### src/rtl/reg32_pkg.sv
// Shared types and constants for the 32-bit register-bank serializer.
package reg32_pkg;

    typedef enum logic [1:0] {
        ST_IDLE  = 2'd0,
        ST_SHIFT = 2'd1,
        ST_DONE  = 2'd2
    } state_e;

    localparam int unsigned REG_WIDTH = 32;

    // Bit counter width; never below one bit so narrow words still count.
    function automatic int unsigned cnt_width(input int unsigned w);
        return (w < 2) ? 32'd1 : 32'($clog2(w));
    endfunction

endpackage

### src/rtl/reg32_serializer_if.sv
// Load/serial-out bundle between a word source and the serializer.
interface reg32_serializer_if
    import reg32_pkg::*;
#(
    parameter int unsigned WIDTH = REG_WIDTH
) ();

    logic             load;
    logic [WIDTH-1:0] D;
    logic             shift_en;
    logic             sout;
    logic             sout_valid;
    logic             busy;
    logic             done;

    modport master (
        output load, D, shift_en,
        input  sout, sout_valid, busy, done
    );

    modport slave (
        input  load, D, shift_en,
        output sout, sout_valid, busy, done
    );

endinterface

### src/rtl/reg32_bitcnt.sv
// Loadable down-counter with enable and zero flag; saturates at zero.
module reg32_bitcnt
    import reg32_pkg::*;
#(
    parameter int unsigned CW = 5
) (
    input  logic          clk,
    input  logic          clear,
    input  logic          load_i,
    input  logic          en_i,
    input  logic [CW-1:0] val_i,
    output logic          zero_o
);

    logic [CW-1:0] cnt_q;

    always_ff @(posedge clk or negedge clear) begin
        if (!clear) begin
            cnt_q <= '0;
        end else if (load_i) begin
            cnt_q <= val_i;
        end else if (en_i && (cnt_q != '0)) begin
            cnt_q <= cnt_q - CW'(1);
        end
    end

    assign zero_o = (cnt_q == '0);

endmodule

### src/rtl/reg32_serializer.sv
// Parallel-to-serial reader: captures a word on load, shifts it out one bit
// per enabled clock, then pulses done for one cycle.
module reg32_serializer
    import reg32_pkg::*;
#(
    parameter int unsigned WIDTH     = REG_WIDTH,
    parameter bit          MSB_FIRST = 1'b1
) (
    input  logic               clk,
    input  logic               clear,
    reg32_serializer_if.slave  bus
);

    localparam int unsigned CW = cnt_width(WIDTH);

    state_e           state_q;
    logic [WIDTH-1:0] sreg_q;
    logic             sout_q;
    logic             valid_q;
    logic             busy_q;
    logic             done_q;
    logic             cnt_zero;
    logic             cnt_load;
    logic             cnt_en;

    assign cnt_load = (state_q == ST_IDLE) && bus.load;
    assign cnt_en   = (state_q == ST_SHIFT) && bus.shift_en && !cnt_zero;

    reg32_bitcnt #(.CW(CW)) u_bitcnt (
        .clk    (clk),
        .clear  (clear),
        .load_i (cnt_load),
        .en_i   (cnt_en),
        .val_i  (CW'(WIDTH - 1)),
        .zero_o (cnt_zero)
    );

    // Outputs are computed alongside the next state so they are pure flops.
    always_ff @(posedge clk or negedge clear) begin
        if (!clear) begin
            state_q <= ST_IDLE;
            sreg_q  <= '0;
            sout_q  <= 1'b0;
            valid_q <= 1'b0;
            busy_q  <= 1'b0;
            done_q  <= 1'b0;
        end else begin
            case (state_q)
                ST_IDLE: begin
                    if (bus.load) begin
                        state_q <= ST_SHIFT;
                        sreg_q  <= bus.D;
                        sout_q  <= MSB_FIRST ? bus.D[WIDTH-1] : bus.D[0];
                        valid_q <= 1'b1;
                        busy_q  <= 1'b1;
                    end
                end
                ST_SHIFT: begin
                    if (bus.shift_en) begin
                        if (cnt_zero) begin
                            state_q <= ST_DONE;
                            sreg_q  <= '0;
                            sout_q  <= 1'b0;
                            valid_q <= 1'b0;
                            done_q  <= 1'b1;
                        end else begin
                            sreg_q <= MSB_FIRST ? {sreg_q[WIDTH-2:0], 1'b0}
                                                : {1'b0, sreg_q[WIDTH-1:1]};
                            sout_q <= MSB_FIRST ? sreg_q[WIDTH-2] : sreg_q[1];
                        end
                    end
                end
                ST_DONE: begin
                    state_q <= ST_IDLE;
                    busy_q  <= 1'b0;
                    done_q  <= 1'b0;
                end
                default: begin
                    state_q <= ST_IDLE;
                    sreg_q  <= '0;
                    sout_q  <= 1'b0;
                    valid_q <= 1'b0;
                    busy_q  <= 1'b0;
                    done_q  <= 1'b0;
                end
            endcase
        end
    end

    assign bus.sout       = sout_q;
    assign bus.sout_valid = valid_q;
    assign bus.busy       = busy_q;
    assign bus.done       = done_q;

endmodule

### src/flat_wrapper.sv
// flat-port wrapper written by rule: the top's interface ports become plain ports
module reg32_serializer_flat import reg32_pkg::*;
#(
    parameter int unsigned WIDTH     = REG_WIDTH,
    parameter bit          MSB_FIRST = 1'b1
)
  (clk, clear, bus_load, bus_D, bus_shift_en, bus_sout, bus_sout_valid, bus_busy, bus_done);
  reg32_serializer_if #(.WIDTH(WIDTH)) bus_i ();
  input  logic clk;
  input  logic clear;
  input wire logic [$bits(bus_i.load)-1:0] bus_load;
  input wire logic [$bits(bus_i.D)-1:0] bus_D;
  input wire logic [$bits(bus_i.shift_en)-1:0] bus_shift_en;
  output wire logic [$bits(bus_i.sout)-1:0] bus_sout;
  output wire logic [$bits(bus_i.sout_valid)-1:0] bus_sout_valid;
  output wire logic [$bits(bus_i.busy)-1:0] bus_busy;
  output wire logic [$bits(bus_i.done)-1:0] bus_done;
  assign bus_i.load = bus_load;
  assign bus_i.D = bus_D;
  assign bus_i.shift_en = bus_shift_en;
  assign bus_sout = bus_i.sout;
  assign bus_sout_valid = bus_i.sout_valid;
  assign bus_busy = bus_i.busy;
  assign bus_done = bus_i.done;
  reg32_serializer #(.WIDTH(WIDTH), .MSB_FIRST(MSB_FIRST)) u_core (.clk(clk), .clear(clear), .bus(bus_i));
endmodule
### config.mk
export PLATFORM = sky130hd
export DESIGN_NAME = reg32_serializer_flat
export DESIGN_NICKNAME = d
export VERILOG_FILES = /design/src/rtl/reg32_pkg.sv /design/src/rtl/reg32_serializer_if.sv /design/src/rtl/reg32_bitcnt.sv /design/src/rtl/reg32_serializer.sv /design/src/flat_wrapper.sv
export SDC_FILE = /design/constraint.sdc
export NUM_CORES = 1
export LEC_CHECK = 0
export CAP_MARGIN = 10
export CORE_ASPECT_RATIO = 0.5
export CORE_MARGIN = 2
export CORE_UTILIZATION = 38
export DETAILED_ROUTE_END_ITERATION = 8
export GPL_TIMING_DRIVEN = 0
export HOLD_SLACK_MARGIN = 0.05
export PLACE_DENSITY_LB_ADDON = 0.3
export SLEW_MARGIN = 20
export SYNTH_ARGS = -nofsm -noshare
export SYNTH_HDL_FRONTEND = slang
export SYNTH_SLANG_ARGS = --single-unit
export TNS_END_PERCENT = 100
### constraint.sdc
create_clock -name clk -period 1.75 [get_ports clk]
set_input_delay 0.2625 -clock clk [delete_from_list [all_inputs] [get_ports clk]]
set_output_delay 0.2625 -clock clk [all_outputs]
set_load 0.05 [all_outputs]
# Word level (Yosys, flattened, before mapping)
# Index checks and enable logic that the tools add are counted.
[totals] ff_bits=42 output_inout_bits=4 elab_cells=52
[classes] n_addsub=1 n_eq_ne=5 n_mux=22 bitwise_logic=3 n_reduce_logical=14
[ops] cell="2-to-1 mux 31 bit" count=3
[ops] cell="one-hot mux 31 bit (3 select lines)" count=1
[ops] cell="2-to-1 mux 5 bit" count=2
[ops] cell="AND reduction 3 bit" count=3
[ops] cell="2-to-1 mux 1 bit" count=8
[ops] cell="2-to-1 mux 2 bit" count=3
[ops] cell="one-hot mux 1 bit (3 select lines)" count=2
[ops] cell="logical NOT 5 bit" count=1
[ops] cell="nonzero test 5 bit" count=1
[ops] cell="subtractor 5 x 1 -> 5 bit (second input constant)" count=1
[ops] cell="logical AND 1 bit" count=4
[ops] cell="inequality test 2 bit (second input constant)" count=2
[ops] cell="one-hot mux 1 bit (2 select lines)" count=2
[ops] cell="one-hot mux 2 bit (2 select lines)" count=1
[ops] cell="AND reduction 4 bit" count=1
[ops] cell="NOT 1 bit" count=3
[ops] cell="equality test 2 x 1 -> 1 bit (second input constant)" count=1
[ops] cell="equality test 2 bit (second input constant)" count=1
[ops] cell="logical NOT 2 bit" count=1
[ops] cell="inequality test 2 x 1 -> 1 bit (second input constant)" count=1
[ops] cell="AND reduction 2 bit" count=1
[ops] cell="nonzero test 2 bit" count=1
[ops] cell="logical NOT 1 bit" count=1

# Longest topological paths before layout
[logic_depth] ltp_word=6 depth_mapped=6 mapped_depth_nobuf=5

# Modules after synthesis
# A second synthesis with hierarchy kept.
[unflattened] cells_unflattened=162 area_unflattened_um2=2037.0
[by_module_without_submodules] module="reg32_serializer" n_inst=1 cells_per_inst=130 area_per_inst_um2=1732.9
[by_module_without_submodules] module="reg32_bitcnt" n_inst=1 cells_per_inst=32 area_per_inst_um2=304.0

# Least setup slack after synthesis
# Ideal clock, no wire load.
[synth_path] path_kind="register -> register" startpoint="register u_core.u_bitcnt.cnt_q[0]" endpoint="register u_core.sout_q (netlist: u_core.bus.sout)" setup_time_ns=0.126 arrival_time_ns=1.485 required_time_ns=1.624 path_slack_ns=0.139 path_stages_with_launch=7 n_path_buf=1 synth_period_minus_slack_ns=1.611 path_cell_list="dfrtp_1 inv_1 ha_1 nor4b_4 nor2_2 buf_6 a221o_1"
[synth_via] elab_chain_cells=4
[synth_lines] element="start, declared" line_no="reg32_bitcnt.sv:15" rtl="logic [CW-1:0] cnt_q;"
[synth_lines] element="start signal, assigned" line_no="reg32_bitcnt.sv:21" rtl="cnt_q <= val_i;"
[synth_lines] element="start signal, assigned" line_no="reg32_bitcnt.sv:23" rtl="cnt_q <= cnt_q - CW'(1);"
[synth_lines] element="logical NOT 5 bit" line_no="reg32_bitcnt.sv:27" rtl="assign zero_o = (cnt_q == '0);"
[synth_lines] element="2-to-1 mux 1 bit" line_no="reg32_serializer.sv:60" rtl="if (cnt_zero) begin"
[synth_lines] element="2-to-1 mux 1 bit" line_no="reg32_serializer.sv:59" rtl="if (bus.shift_en) begin"
[synth_lines] element="one-hot mux 1 bit (3 select lines)" line_no="reg32_serializer.sv:48" rtl="case (state_q)"
[synth_lines] element="end signal, assigned" line_no="reg32_serializer.sv:53" rtl="sout_q <= MSB_FIRST ? bus.D[WIDTH-1] : bus.D[0];"
[synth_lines] element="end signal, assigned" line_no="reg32_serializer.sv:69" rtl="sout_q <= MSB_FIRST ? sreg_q[WIDTH-2] : sreg_q[1];"
[synth_lines] element="end, declared" line_no="reg32_serializer.sv:18" rtl="logic sout_q;"
# Every way passes these cells. The select of a mux whose other input is x is not followed.
# A chain may end at the register's enable or synchronous reset.

# Worst setup path in the final report
[layout_path] startpoint="register u_core.busy_q (netlist: u_core.bus.busy)" endpoint="output bus_busy"
[layout_rtl] element="start, declared" line_no="reg32_serializer.sv:20" rtl="logic busy_q;"
[layout_rtl] element="start signal, assigned" line_no="reg32_serializer.sv:45" rtl="busy_q <= 1'b0;"
[layout_rtl] element="start signal, assigned" line_no="reg32_serializer.sv:55" rtl="busy_q <= 1'b1;"
[layout_rtl] element="start signal, assigned" line_no="reg32_serializer.sv:75" rtl="busy_q <= 1'b0;"
[layout_rtl] element="end, declared" line_no="flat_wrapper.sv:16" rtl="output wire logic [$bits(bus_i.busy)-1:0] bus_busy;"
# No word-level cell between the ends.

==> flow_metrics.py <==
metrics = {
    "finish": {
        "n_antenna_cell": 0,
        "final_cell_mix": "63 x nand3b_1, 42 x dfrtp_1, 34 x clkdlybuf4s50_1, 31 x a21oi_1, 29 x a221o_1",
        "final_nets": 317,
        "final_common_cell": "nand3b_1",
        "seqCellArea_um2": 1051,
        "drive_gt1_share_pct": 9.609,
        "n_fill_cell": 567,
        "multi_input_area_um2": 1199,
        "final_cells": 369,
        "areaGrowthSynthToFinish_pct": 29.98,
    },
    "worst_setup_path": {
        "critPathBufInv": 1,
        "slowest_stage": "clkdlybuf4s50_1",
        "crit_fanout": 2,
        "crit_type": "reg -> out",
        "cp-end-kind": "output port",
        "cp_top_family": "buffers and inverters",
        "arrival_ps": 1430,
        "slowest_delay_ps": 810,
        "cp.required_ps": 1490,
        "critPathLaunchType": "register",
        "reg2regPathDepth": 6,
        "crit_path_cell_trace": "clkdlybuf4s50_1",
        "path_depth": 1,
    },
    "detailed_routing": {
        "ant_nets": 0,
        "drt-initial-drc-count": 175,
        "drt-total-wl_mm": 6.062,
        "dr.pass1.iters": 4,
        "drc": 0,
        "wl_per_cell_um": 16.43,
        "vias_per_cell": 5.799,
        "vias": 2140,
    },
    "cts": {
        "clkTransAtPathRegs_ps": 60,
        "clock_latency_ps": 280,
        "max-clock-path-buffers": 2,
        "htree_levels": 2,
        "numCtsBuffers": 5,
        "root_buffer": "clkbuf_16",
        "tritoncts": "yes",
        "cts_sinks": 42,
    },
    "placed_design": {
        "place_inst": 359,
        "port_buffers": 38,
        "place.gp.congestion": 0.7714,
        "hpwl_mm": 4.125,
        "place_ws_ps": -192.3,
    },
    "floorplan": {
        "start_util_pct": 39.28,
        "core_area_um2": 6056,
        "die_w_um": 115.9,
        "dieHeight_um": 59.95,
        "dieArea_um2": 6947,
        "rows": 20,
        "ios": 40,
    },
    "grt": {
        "grt_pass1_wl_mm": 10.38,
        "grt_max_degree": 32,
        "grt_usage_pct": 19.06,
        "grt.overflow.total": 0,
        "antenna_found_initial": 0,
        "grt_pass1_vias": 2152,
    },
    "yosys": {
        "synth-edff-count": 0,
        "synth_cell_type_count": 32,
        "syn_nets": 269,
        "yosys_warnings": 0,
        "ys_async_sr_fraction_pct": 100.0,
        "synth_top_area_share_pct": 44.19,
        "yosysSeqAreaShare_pct": 44.19,
        "syn_inst": 232,
        "avgSynthCellArea_um2": 10.25,
        "ys_ff_latch": 42,
        "synth_area_leaders": "dfrtp_1 44%, nand3b_1 20%, a221o_1 12%, a21oi_1 6.5%, clkbuf_1 2.4%",
        "syn-cell-area_um2": 2379,
        "synth_top_area_cell": "dfrtp_1",
        "synth-main-ff-cell": "dfrtp_1",
    },
    "pwr": {
        "p_per_area_nw_per_um2": 1350,
        "ir_drop_mv": 0.6403,
        "leakage_nw": 1.258,
    },
    "timing": {
        "skew_ps": 4.162,
        "setup_ws_ps": 58.94,
        "finalCritPeriodShare_pct": 96.63,
        "max_freq_mhz": 591.3,
        "max_slew_margin_pct": 56.84,
        "hold_violations": 0,
        "slew_viol_final": 0,
        "period_minus_slack_ps": 1691,
        "worstMarginPinSlew_ps": 647.3,
        "rsz0062_at_grt": "no",
        "setup_viol": 0,
    },
    "status": {
        "outcome": "finished clean",
    },
    "min_path": {
        "worstHoldPathType": "in -> async",
    },
    "run": {
        "max-cap-violations": 0,
    },
}
## repair_timing
| action | CTS | global route |
|---|---|---|
| hold buffers | 1 | 0 |
| hold endpoints to repair | 11 | 0 |
| setup endpoints to repair | 29 | 33 |
| buffers inserted | 1 | 0 |
| gates resized for setup | 0 | 6 |
## layer usage
| layer | global-route usage, % | part of all wire [%] | vias to the layer above |
|---|---|---|---|
| met5 | 0 | 0 | - |
| met4 | 6.973 | 1.0 | 0 |
| met3 | 4.057 | 4.9 | 6 |
| met2 | 29.49 | 46 | 59 |
| met1 | 26.68 | 48 | 1079 |
| li1 | - | - | 996 |
## cells by family after synthesis
family | count (synthesis) | share of synthesized area [%]
AND/OR/NAND/NOR | 82 | 25.04
multiplexers | 1 | 0.4208
adder cells (fa/ha/maj) | 1 | 0.5260
buffers and inverters | 31 | 6.154
flip-flops | 42 | 44.19
AO/OA/AOI/OAI | 75 | 23.67
## layout make-up
class | count | area share (%)
Multi-Input combinational cell | 159 | 38.77
Sequential cell | 42 | 33.99
Timing Repair Buffer | 41 | 13.60
Clock buffer | 5 | 4.047
Buffer | 25 | 4.006
Tap cell | 88 | 3.561
Clock inverter | 3 | 1.295
Inverter | 6 | 0.7284
## cells in the mapped netlist (2+ instances only)
library cell,instances
nor2_1,5
a221o_2,2
buf_6,3
nand2_1,3
inv_1,6
nand3b_1,63
dfrtp_1,42
o21ai_0,4
a311oi_1,2
buf_2,6
nand3_1,3
a221o_1,29
clkbuf_1,15
a21oi_1,31
## path summary, 6_finish.rpt
path                                       endpoint                      from  slack, ps
hold / removal             u_core.u_bitcnt.cnt_q[4]                     clear        410
min in group clk           u_core.u_bitcnt.cnt_q[3]                  bus_load        480
hold reg to reg                     u_core.bus.busy           u_core.bus.busy        530
setup reg to reg                   u_core.sreg_q[4]  u_core.u_bitcnt.cnt_q[0]         90
setup / recovery                           bus_busy           u_core.bus.busy         60
max in group asynchronous          u_core.sreg_q[3]                     clear        880
## power breakdown
group,total [mW],internal (mW),switching [mW]
sequential,1.67,1.34,0.327
combinational,1.47,0.733,0.737
clock,1.03,0.667,0.367
## metrics by stage
step | area [um^2] | hold slack, ps | total power, mW | TNS [ps] | utilization [%]
after floorplan | 2379 | -33.09 | 2.646 | 0 | -
after CTS | 3067 | 401.7 | 4.165 | 0 | 50.64
after detailed placement | 2884 | 165.8 | 3.104 | -5283 | 47.62
final | 3092 | 410.3 | 4.173 | 0 | 51.05
after global routing | 3092 | 440.9 | 4.439 | 0 | 51.05
after global placement | 2869 | 512.0 | 3.039 | -34510 | 47.38
## sequential cells by signal, summed over array words and instances (netlist names)
| name | flops |
|---|---|
| u_core.sreg_q | 31 |
| u_core.bus.busy | 1 |
| u_core.u_bitcnt.cnt_q | 5 |
| u_core.bus.sout_valid | 1 |
| u_core.bus.done | 1 |
| u_core.bus.sout | 1 |
| u_core.state_q | 2 |
No activity file was read; power rests on OpenSTA's default activity.
